## config.mk

```make
export PLATFORM = sky130hd
export DESIGN_NAME = wb_stage_flat
export DESIGN_NICKNAME = d
export VERILOG_FILES = /design/src/rtl/wb_stage_pkg.sv /design/src/rtl/wb_stage_if.sv /design/src/rtl/wb_stage_load_ext.sv /design/src/rtl/wb_stage.sv /design/src/flat_wrapper.sv
export SDC_FILE = /design/constraint.sdc
export NUM_CORES = 1
export LEC_CHECK = 0
export CAP_MARGIN = 20
export CORE_ASPECT_RATIO = 0.7
export CORE_MARGIN = 4
export CORE_UTILIZATION = 45
export CTS_CLUSTER_SIZE = 24
export DETAILED_ROUTE_END_ITERATION = 7
export PLACE_DENSITY = 0.8
export SYNTH_ARGS = -nofsm -noshare
export SYNTH_HDL_FRONTEND = slang
export SYNTH_SLANG_ARGS = --single-unit
```

## constraint.sdc

```tcl
create_clock -name clk -period 2.6 [get_ports clk]
set_input_delay 0.39 -clock clk [delete_from_list [all_inputs] [get_ports clk]]
set_output_delay 0.39 -clock clk [all_outputs]
set_load 0.05 [all_outputs]
```

## src/rtl/wb_stage_pkg.sv

```systemverilog
// Writeback-stage shared definitions: opcode/funct constants, link register, select enums.
// Pure declarations; no latency. No backpressure.
// Sub-word load types are only decoded when WB_LOAD_EXT_EN is defined.
package wb_stage_pkg;

    localparam logic [5:0] OP_SPECIAL = 6'h00;
    localparam logic [5:0] OP_JAL     = 6'h03;
    localparam logic [5:0] OP_ADDIU   = 6'h09;
    localparam logic [5:0] OP_SLTI    = 6'h0a;
    localparam logic [5:0] OP_ANDI    = 6'h0c;
    localparam logic [5:0] OP_ORI     = 6'h0d;
    localparam logic [5:0] OP_XORI    = 6'h0e;
    localparam logic [5:0] OP_LUI     = 6'h0f;
    localparam logic [5:0] OP_LB      = 6'h20;
    localparam logic [5:0] OP_LH      = 6'h21;
    localparam logic [5:0] OP_LW      = 6'h23;
    localparam logic [5:0] OP_LBU     = 6'h24;
    localparam logic [5:0] OP_LHU     = 6'h25;

    localparam logic [5:0] F_SLL  = 6'h00;
    localparam logic [5:0] F_SRL  = 6'h02;
    localparam logic [5:0] F_SRA  = 6'h03;
    localparam logic [5:0] F_SLLV = 6'h04;
    localparam logic [5:0] F_SRLV = 6'h06;
    localparam logic [5:0] F_SRAV = 6'h07;
    localparam logic [5:0] F_JALR = 6'h09;
    localparam logic [5:0] F_ADD  = 6'h20;
    localparam logic [5:0] F_ADDU = 6'h21;
    localparam logic [5:0] F_SUB  = 6'h22;
    localparam logic [5:0] F_SUBU = 6'h23;
    localparam logic [5:0] F_AND  = 6'h24;
    localparam logic [5:0] F_OR   = 6'h25;
    localparam logic [5:0] F_XOR  = 6'h26;
    localparam logic [5:0] F_NOR  = 6'h27;
    localparam logic [5:0] F_SLT  = 6'h2a;
    localparam logic [5:0] F_SLTU = 6'h2b;

    localparam int RA_LINK = 31;

    typedef enum logic [1:0] {WB_NONE, WB_ALU, WB_MEM, WB_PC8} wb_sel_e;
    typedef enum logic [2:0] {LD_W, LD_B, LD_BU, LD_H, LD_HU} ld_type_e;

    // SPECIAL-opcode functs that produce an ALU result into rd (jr/jalr/mult excluded)
    function automatic logic is_rtype_alu(input logic [5:0] funct);
        case (funct)
            F_SLL, F_SRL, F_SRA, F_SLLV, F_SRLV, F_SRAV,
            F_ADD, F_ADDU, F_SUB, F_SUBU, F_AND, F_OR,
            F_XOR, F_NOR, F_SLT, F_SLTU: return 1'b1;
            default:                     return 1'b0;
        endcase
    endfunction

endpackage

```

## src/rtl/wb_stage_if.sv

```systemverilog
// M-to-W pipeline bus plus register-file write port and W-stage status.
// No logic; latency set by wb_stage. stall_i/flush_i travel with the bus.
// slave = writeback stage, master = surrounding pipeline.
interface wb_stage_if #(
    parameter int DATA_W = 32,
    parameter int RA_W   = 5,
    parameter int CNT_W  = 32
);
    logic              stall_i;
    logic              flush_i;
    logic              in_valid;
    logic [31:0]       ir_m;
    logic [DATA_W-1:0] pc8_m;
    logic [DATA_W-1:0] ao_m;
    logic [DATA_W-1:0] dr_m;
    logic              rf_we;
    logic [RA_W-1:0]   rf_a3;
    logic [DATA_W-1:0] rf_wd;
    logic [31:0]       ir_w;
    logic              valid_w;
    logic [CNT_W-1:0]  instret;

    modport master (
        output stall_i, flush_i, in_valid, ir_m, pc8_m, ao_m, dr_m,
        input  rf_we, rf_a3, rf_wd, ir_w, valid_w, instret
    );

    modport slave (
        input  stall_i, flush_i, in_valid, ir_m, pc8_m, ao_m, dr_m,
        output rf_we, rf_a3, rf_wd, ir_w, valid_w, instret
    );
endinterface

```

## src/rtl/wb_stage_load_ext.sv

```systemverilog
// Load data aligner/extender: picks byte/half from the raw memory word and extends it.
// Purely combinational. No backpressure.
// Only instantiated when WB_LOAD_EXT_EN is defined.
module wb_stage_load_ext
    import wb_stage_pkg::*;
#(
    parameter int DATA_W = 32
) (
    input  logic [DATA_W-1:0] dr,
    input  logic [1:0]        ofs,
    input  ld_type_e          ld_type,
    output logic [DATA_W-1:0] wd
);
    logic [7:0]  byte_v;
    logic [15:0] half_v;

    always_comb begin
        byte_v = dr[7:0];
        case (ofs)
            2'd0: byte_v = dr[7:0];
            2'd1: byte_v = dr[15:8];
            2'd2: byte_v = dr[23:16];
            2'd3: byte_v = dr[31:24];
            default: byte_v = dr[7:0];
        endcase
        // Halfword ignores ofs[0]: misalignment is trapped elsewhere, not here
        half_v = ofs[1] ? dr[31:16] : dr[15:0];
    end

    always_comb begin
        wd = DATA_W'($signed(dr[31:0]));
        case (ld_type)
            LD_B:    wd = DATA_W'($signed(byte_v));
            LD_BU:   wd = DATA_W'(byte_v);
            LD_H:    wd = DATA_W'($signed(half_v));
            LD_HU:   wd = DATA_W'(half_v);
            default: wd = DATA_W'($signed(dr[31:0]));
        endcase
    end
endmodule

```

## src/rtl/wb_stage.sv

```systemverilog
// Writeback stage: W pipeline register, writeback decode, retired-instruction counter.
// One cycle M inputs -> rf_* (rf_* combinational from W register). stall_i holds W, flush_i bubbles it.
// Macro WB_LOAD_EXT_EN enables lb/lbu/lh/lhu writeback; otherwise only lw loads write.
module wb_stage
    import wb_stage_pkg::*;
#(
    parameter int DATA_W = 32,
    parameter int RA_W   = 5,
    parameter int CNT_W  = 32
) (
    input  logic      clk,
    input  logic      reset,
    wb_stage_if.slave bus
);
    logic              valid_q;
    logic [31:0]       ir_q;
    logic [DATA_W-1:0] pc8_q;
    logic [DATA_W-1:0] ao_q;
    logic [DATA_W-1:0] dr_q;
    logic [CNT_W-1:0]  instret_q;

    always_ff @(posedge clk) begin
        if (reset) begin
            valid_q   <= 1'b0;
            ir_q      <= '0;
            pc8_q     <= '0;
            ao_q      <= '0;
            dr_q      <= '0;
            instret_q <= '0;
        end else begin
            if (bus.flush_i) begin
                valid_q <= 1'b0;
            end else if (!bus.stall_i) begin
                valid_q <= bus.in_valid;
                ir_q    <= bus.ir_m;
                pc8_q   <= bus.pc8_m;
                ao_q    <= bus.ao_m;
                dr_q    <= bus.dr_m;
            end
            // An instruction retires only when it actually leaves W
            if (valid_q && !bus.stall_i && !bus.flush_i)
                instret_q <= instret_q + CNT_W'(1);
        end
    end

    logic [5:0]        opcode;
    logic [5:0]        funct;
    logic [RA_W-1:0]   rt;
    logic [RA_W-1:0]   rd;
    wb_sel_e           wb_sel;
    logic [RA_W-1:0]   dst;
    logic [DATA_W-1:0] mem_wd;
    logic [DATA_W-1:0] wd;
    logic              we;

    assign opcode = ir_q[31:26];
    assign funct  = ir_q[5:0];
    assign rt     = RA_W'(ir_q[20:16]);
    assign rd     = RA_W'(ir_q[15:11]);

`ifdef WB_LOAD_EXT_EN
    ld_type_e ld_type;
`endif

    always_comb begin
        wb_sel = WB_NONE;
        dst    = '0;
`ifdef WB_LOAD_EXT_EN
        ld_type = LD_W;
`endif
        case (opcode)
            OP_SPECIAL: begin
                if (funct == F_JALR) begin
                    wb_sel = WB_PC8;
                    dst    = rd;
                end else if (is_rtype_alu(funct)) begin
                    wb_sel = WB_ALU;
                    dst    = rd;
                end
            end
            OP_ADDIU, OP_SLTI, OP_ANDI, OP_ORI, OP_XORI, OP_LUI: begin
                wb_sel = WB_ALU;
                dst    = rt;
            end
            OP_JAL: begin
                wb_sel = WB_PC8;
                dst    = RA_W'(RA_LINK);
            end
            OP_LW: begin
                wb_sel = WB_MEM;
                dst    = rt;
            end
`ifdef WB_LOAD_EXT_EN
            OP_LB:  begin wb_sel = WB_MEM; dst = rt; ld_type = LD_B;  end
            OP_LBU: begin wb_sel = WB_MEM; dst = rt; ld_type = LD_BU; end
            OP_LH:  begin wb_sel = WB_MEM; dst = rt; ld_type = LD_H;  end
            OP_LHU: begin wb_sel = WB_MEM; dst = rt; ld_type = LD_HU; end
`endif
            default: ;
        endcase
    end

`ifdef WB_LOAD_EXT_EN
    wb_stage_load_ext #(.DATA_W(DATA_W)) load_ext (
        .dr      (dr_q),
        .ofs     (ao_q[1:0]),
        .ld_type (ld_type),
        .wd      (mem_wd)
    );
`else
    assign mem_wd = DATA_W'($signed(dr_q[31:0]));
`endif

    always_comb begin
        wd = '0;
        case (wb_sel)
            WB_ALU:  wd = ao_q;
            WB_MEM:  wd = mem_wd;
            WB_PC8:  wd = pc8_q;
            default: wd = '0;
        endcase
    end

    assign we = valid_q && (wb_sel != WB_NONE) && (dst != '0);

    assign bus.rf_we   = we;
    assign bus.rf_a3   = we ? dst : '0;
    assign bus.rf_wd   = we ? wd  : '0;
    assign bus.ir_w    = ir_q;
    assign bus.valid_w = valid_q;
    assign bus.instret = instret_q;
endmodule

```

## src/flat_wrapper.sv

```systemverilog
// flat-port wrapper written by rule: the top's interface ports become plain ports
module wb_stage_flat import wb_stage_pkg::*;
#(
    parameter int DATA_W = 32,
    parameter int RA_W   = 5,
    parameter int CNT_W  = 32
)
  (clk, reset, bus_stall_i, bus_flush_i, bus_in_valid, bus_ir_m, bus_pc8_m, bus_ao_m, bus_dr_m, bus_rf_we, bus_rf_a3, bus_rf_wd, bus_ir_w, bus_valid_w, bus_instret);
  wb_stage_if #(.DATA_W(DATA_W), .RA_W(RA_W), .CNT_W(CNT_W)) bus_i ();
  input  logic clk;
  input  logic reset;
  input wire logic [$bits(bus_i.stall_i)-1:0] bus_stall_i;
  input wire logic [$bits(bus_i.flush_i)-1:0] bus_flush_i;
  input wire logic [$bits(bus_i.in_valid)-1:0] bus_in_valid;
  input wire logic [$bits(bus_i.ir_m)-1:0] bus_ir_m;
  input wire logic [$bits(bus_i.pc8_m)-1:0] bus_pc8_m;
  input wire logic [$bits(bus_i.ao_m)-1:0] bus_ao_m;
  input wire logic [$bits(bus_i.dr_m)-1:0] bus_dr_m;
  output wire logic [$bits(bus_i.rf_we)-1:0] bus_rf_we;
  output wire logic [$bits(bus_i.rf_a3)-1:0] bus_rf_a3;
  output wire logic [$bits(bus_i.rf_wd)-1:0] bus_rf_wd;
  output wire logic [$bits(bus_i.ir_w)-1:0] bus_ir_w;
  output wire logic [$bits(bus_i.valid_w)-1:0] bus_valid_w;
  output wire logic [$bits(bus_i.instret)-1:0] bus_instret;
  assign bus_i.stall_i = bus_stall_i;
  assign bus_i.flush_i = bus_flush_i;
  assign bus_i.in_valid = bus_in_valid;
  assign bus_i.ir_m = bus_ir_m;
  assign bus_i.pc8_m = bus_pc8_m;
  assign bus_i.ao_m = bus_ao_m;
  assign bus_i.dr_m = bus_dr_m;
  assign bus_rf_we = bus_i.rf_we;
  assign bus_rf_a3 = bus_i.rf_a3;
  assign bus_rf_wd = bus_i.rf_wd;
  assign bus_ir_w = bus_i.ir_w;
  assign bus_valid_w = bus_i.valid_w;
  assign bus_instret = bus_i.instret;
  wb_stage #(.DATA_W(DATA_W), .RA_W(RA_W), .CNT_W(CNT_W)) u_core (.clk(clk), .reset(reset), .bus(bus_i));
endmodule
```

==> out/metrics.yaml <==
drt:
  detail-route-antenna-nets: 0
  wl_per_cell_um: 18.1
  vias: 7253
  drt_iter0_drc: 879
  drc: 0
  dr.pass1.iters: 8
  wl_um: 23600
  via_per_inst: 5.55
grt:
  grt_first_pass_wirelength_um: 37400
  globalRouteOverflowTotal: 0
  antenna_found_initial: 0
  grt_max_degree: 96
  grt_pass1_vias: 7200
  track_usage_pct: 27.0
yosys:
  synth_compound_area_share_pct: 17.3
  ys_ff_latch: 162
  yosys_warnings: 0
  synth_top_family_by_area: "simple AND/OR/NAND/NOR gates"
  synth_edf_count: 0
  netlist_instances: 869
  yosys.area.top_type: "dfxtp_1"
  synth_top_area_share_pct: 48.0
  synth.avg_cell_area_um2: 7.78
  synthAdderAreaFrac_pct: 0.185
  syn_area_um2: 6760
  synth_seq_area_share_pct: 48.0
  syn-num-nets: 1003
  yosys.area_share.simple_pct: 26.1
  synth_xor_area_share_pct: 3.37
  yosys-top-cells-area: "dfxtp_1 (48%), nand2_1 (15%), a21oi_1 (10%), a222oi_1 (4.7%), clkbuf_1 (3.6%)"
  ys_types: 42
  synth_top_flop_cell: "dfxtp_1"
  synth.area.mux_share_pct: 0.592
  synthArstFlopShare_pct: 0
final_layout:
  nets: 1232
  final_area_um2: 11200
  nFillCells: 1049
  regArea_um2: 3260
  drive_gt1_share_pct: 17.1
  multi_input_comb_area_um2: 3770
  antenna-diode-count: 0
  area_delta_synth_final_pct: 65.6
placement:
  io_buffers: 235
  placed_cell_area_um2: 10300
  dpl.hpwl_um: 15200
  gp_congestion: 0.825
  pre_cts_slack_ns: 0.0325
timing:
  hold_viol: 0
  max_freq_mhz: 332
  setup_violations: 38
  clock_skew_ns: 0.00906
  slew_viol_final: 0
  layout_setup_ws_ns: -0.411
  period_minus_slack_ns: 3.01
  rsz0062_at_grt: "yes"
  post-route-period-util_pct: 116
  max-slew-margin-rel_pct: 47.5
  worstMarginPinSlew_ns: 0.787
clock_tree:
  cts_root_buf: "clkbuf_16"
  h-tree-depth: 4
  clkTransAtPathRegs_ns: 0.07
  cts_buffers: 17
  clock_sinks: 162
  clock_latency_ns: 0.42
  cts_tree: "yes"
  clockBufferDepth: 2
min_path:
  holdCritPathClass: "input pin to flip-flop"
  min-delay-start: "reset"
setup_path:
  cp.arrival_ns: 2.62
  path_max_fanout: 8
  endpoint_kind: "output port"
  r2r-start: "u_core.bus.instret[5]"
  critPathLaunchType: "flip-flop"
  crit_path_start: "u_core.bus.ir_w[29]"
  critPathKind: "flip-flop to output port"
  cp.required_ns: 2.21
floorplan:
  start_util_pct: 45.9
  die_h_um: 111
  die_x_um: 154
  num_rows: 37
  ios: 236
  core_um2: 14700
  die_area_um2: 17100
run_status:
  violations: "negative setup slack"
  status: "finished, violations left"
flow_run:
  drv_cap: 0
power_and_ir_drop:
  ir_drop_uv: 468
  pwr_density_cell_nw_per_um2: 546
  p_leak_nw: 4.17
-- worst paths after layout --
path	slack [ns]	cells past startpoint	endpoint
max	-0.41	8	bus_rf_wd[23]
min	0.37	2	u_core.bus.ir_w[10]
max reg2reg	0.35	5	u_core.bus.instret[31]
min reg2reg	0.45	2	u_core.bus.ir_w[21]
-- repair_timing --
item / in CTS / in global routing
resized for setup: 19 / 12
endpoints found under the setup margin: 38 / 38
hold buffers: 0 / 0
pin swaps: 35 / 8
gates cloned: 5 / 0
endpoints found under the hold margin: 0 / 0
setup buffers: 8 / 1
-- flip-flops by register name, indices dropped and copies added (netlist names), named ones only --
register / cells
u_core.ao_q: 32
u_core.dr_q: 32
u_core.bus.instret: 32
u_core.bus.valid_w: 1
u_core.pc8_q: 32
u_core.bus.ir_w: 32
-- final cells by class --
class	count	share of cell area (%)
timing repair buffer	280	29.5
tap	195	2.18
clock buffer	18	3.92
multi-input combinational	628	33.7
clock inverter	14	1.31
sequential	162	29.1
inverter	9	0.302
-- kinds of logic after synthesis --
kind of cell / count (synthesis)
flops: 162
buf+inv: 79
mux: 4
simple gates: 404
xor+xnor: 26
fa+ha+maj: 1
compound gates: 193
-- critical path, cell delays in order, from the launching register on --
cell,delay [ns]
dfxtp_4,0.34
or4b_1,0.51
a21o_1,0.20
a311oi_4,0.35
buf_6,0.19
buf_12,0.15
a222oi_1,0.10
nor3_4,0.20
buf_12,0.17
-- stage by stage --
| stage | hold WS, ns | util, % | power [W] | TNS [ns] | std cells |
|---|---|---|---|---|---|
| 4_1_cts | 0.351 | 75.7 | 0.00613 | -12.24 | 1305 |
| 5_1_grt | 0.367 | 76.0 | 0.00632 | -16.57 | 1306 |
| 6_report | 0.367 | 76.0 | 0.00611 | -12.25 | 1306 |
| 3_5_place_dp | 0.447 | 69.9 | 0.00353 | 0 | 1260 |
| 2_1_floorplan | 0.436 | - | 0.00315 | -3.76 | 869 |
| 3_3_place_gp | 0.441 | 69.9 | 0.00352 | 0 | 1260 |
-- power breakdown --
part	internal, W	total, W	switching, W	leakage, nW
registers	0.00257	0.00264	0.0000636	1.32
clock network	0.00138	0.00247	0.00109	0.283
logic	0.000474	0.00101	0.000533	2.56
total	0.00443	0.00611	0.00169	4.17
-- synthesized netlist by cell type, types with 2 or more instances --
cell        n
a222oi_1   32
buf_2       6
clkbuf_1   64
inv_1       9
o21ai_0     9
or3_1       7
nor4_1      9
a21oi_1   139
dfxtp_1   162
a211oi_1    2
and4_1      3
nor3b_1     2
and3_1      2
nor3_1     44
or2_1       2
nand4_1     6
a22oi_1     4
xnor2_1    24
nor2b_1     3
nor2_1     39
o31ai_1     2
nand3_1     8
mux2i_1     4
a21o_1      2
nand2_1   263
xor2_1      2
nor4bb_1    2
or4_1       4
-- cell usage in the layout, fill, tap and decap left out, drive strengths merged, types with 9 or more instances in the layout --
master,count
nor4,9
buf,83
nand2,263
nor2,39
clkdlybuf4s50,196
a21oi,139
a222oi,32
xnor2,24
dfxtp,162
nor3,44
o21ai,9
clkbuf,18
inv,15
-- routing by layer --
metal | vias up | part of all wire, % | track usage (%)
met4 | 0 | 2.9 | 10.5
met5 | - | 0 | 0
met2 | 360 | 46 | 42.2
li1 | 3470 | - | -
met1 | 3369 | 42 | 35.5
met3 | 54 | 9.2 | 7.60
Note: power is estimated with default switching activity, not from simulation.
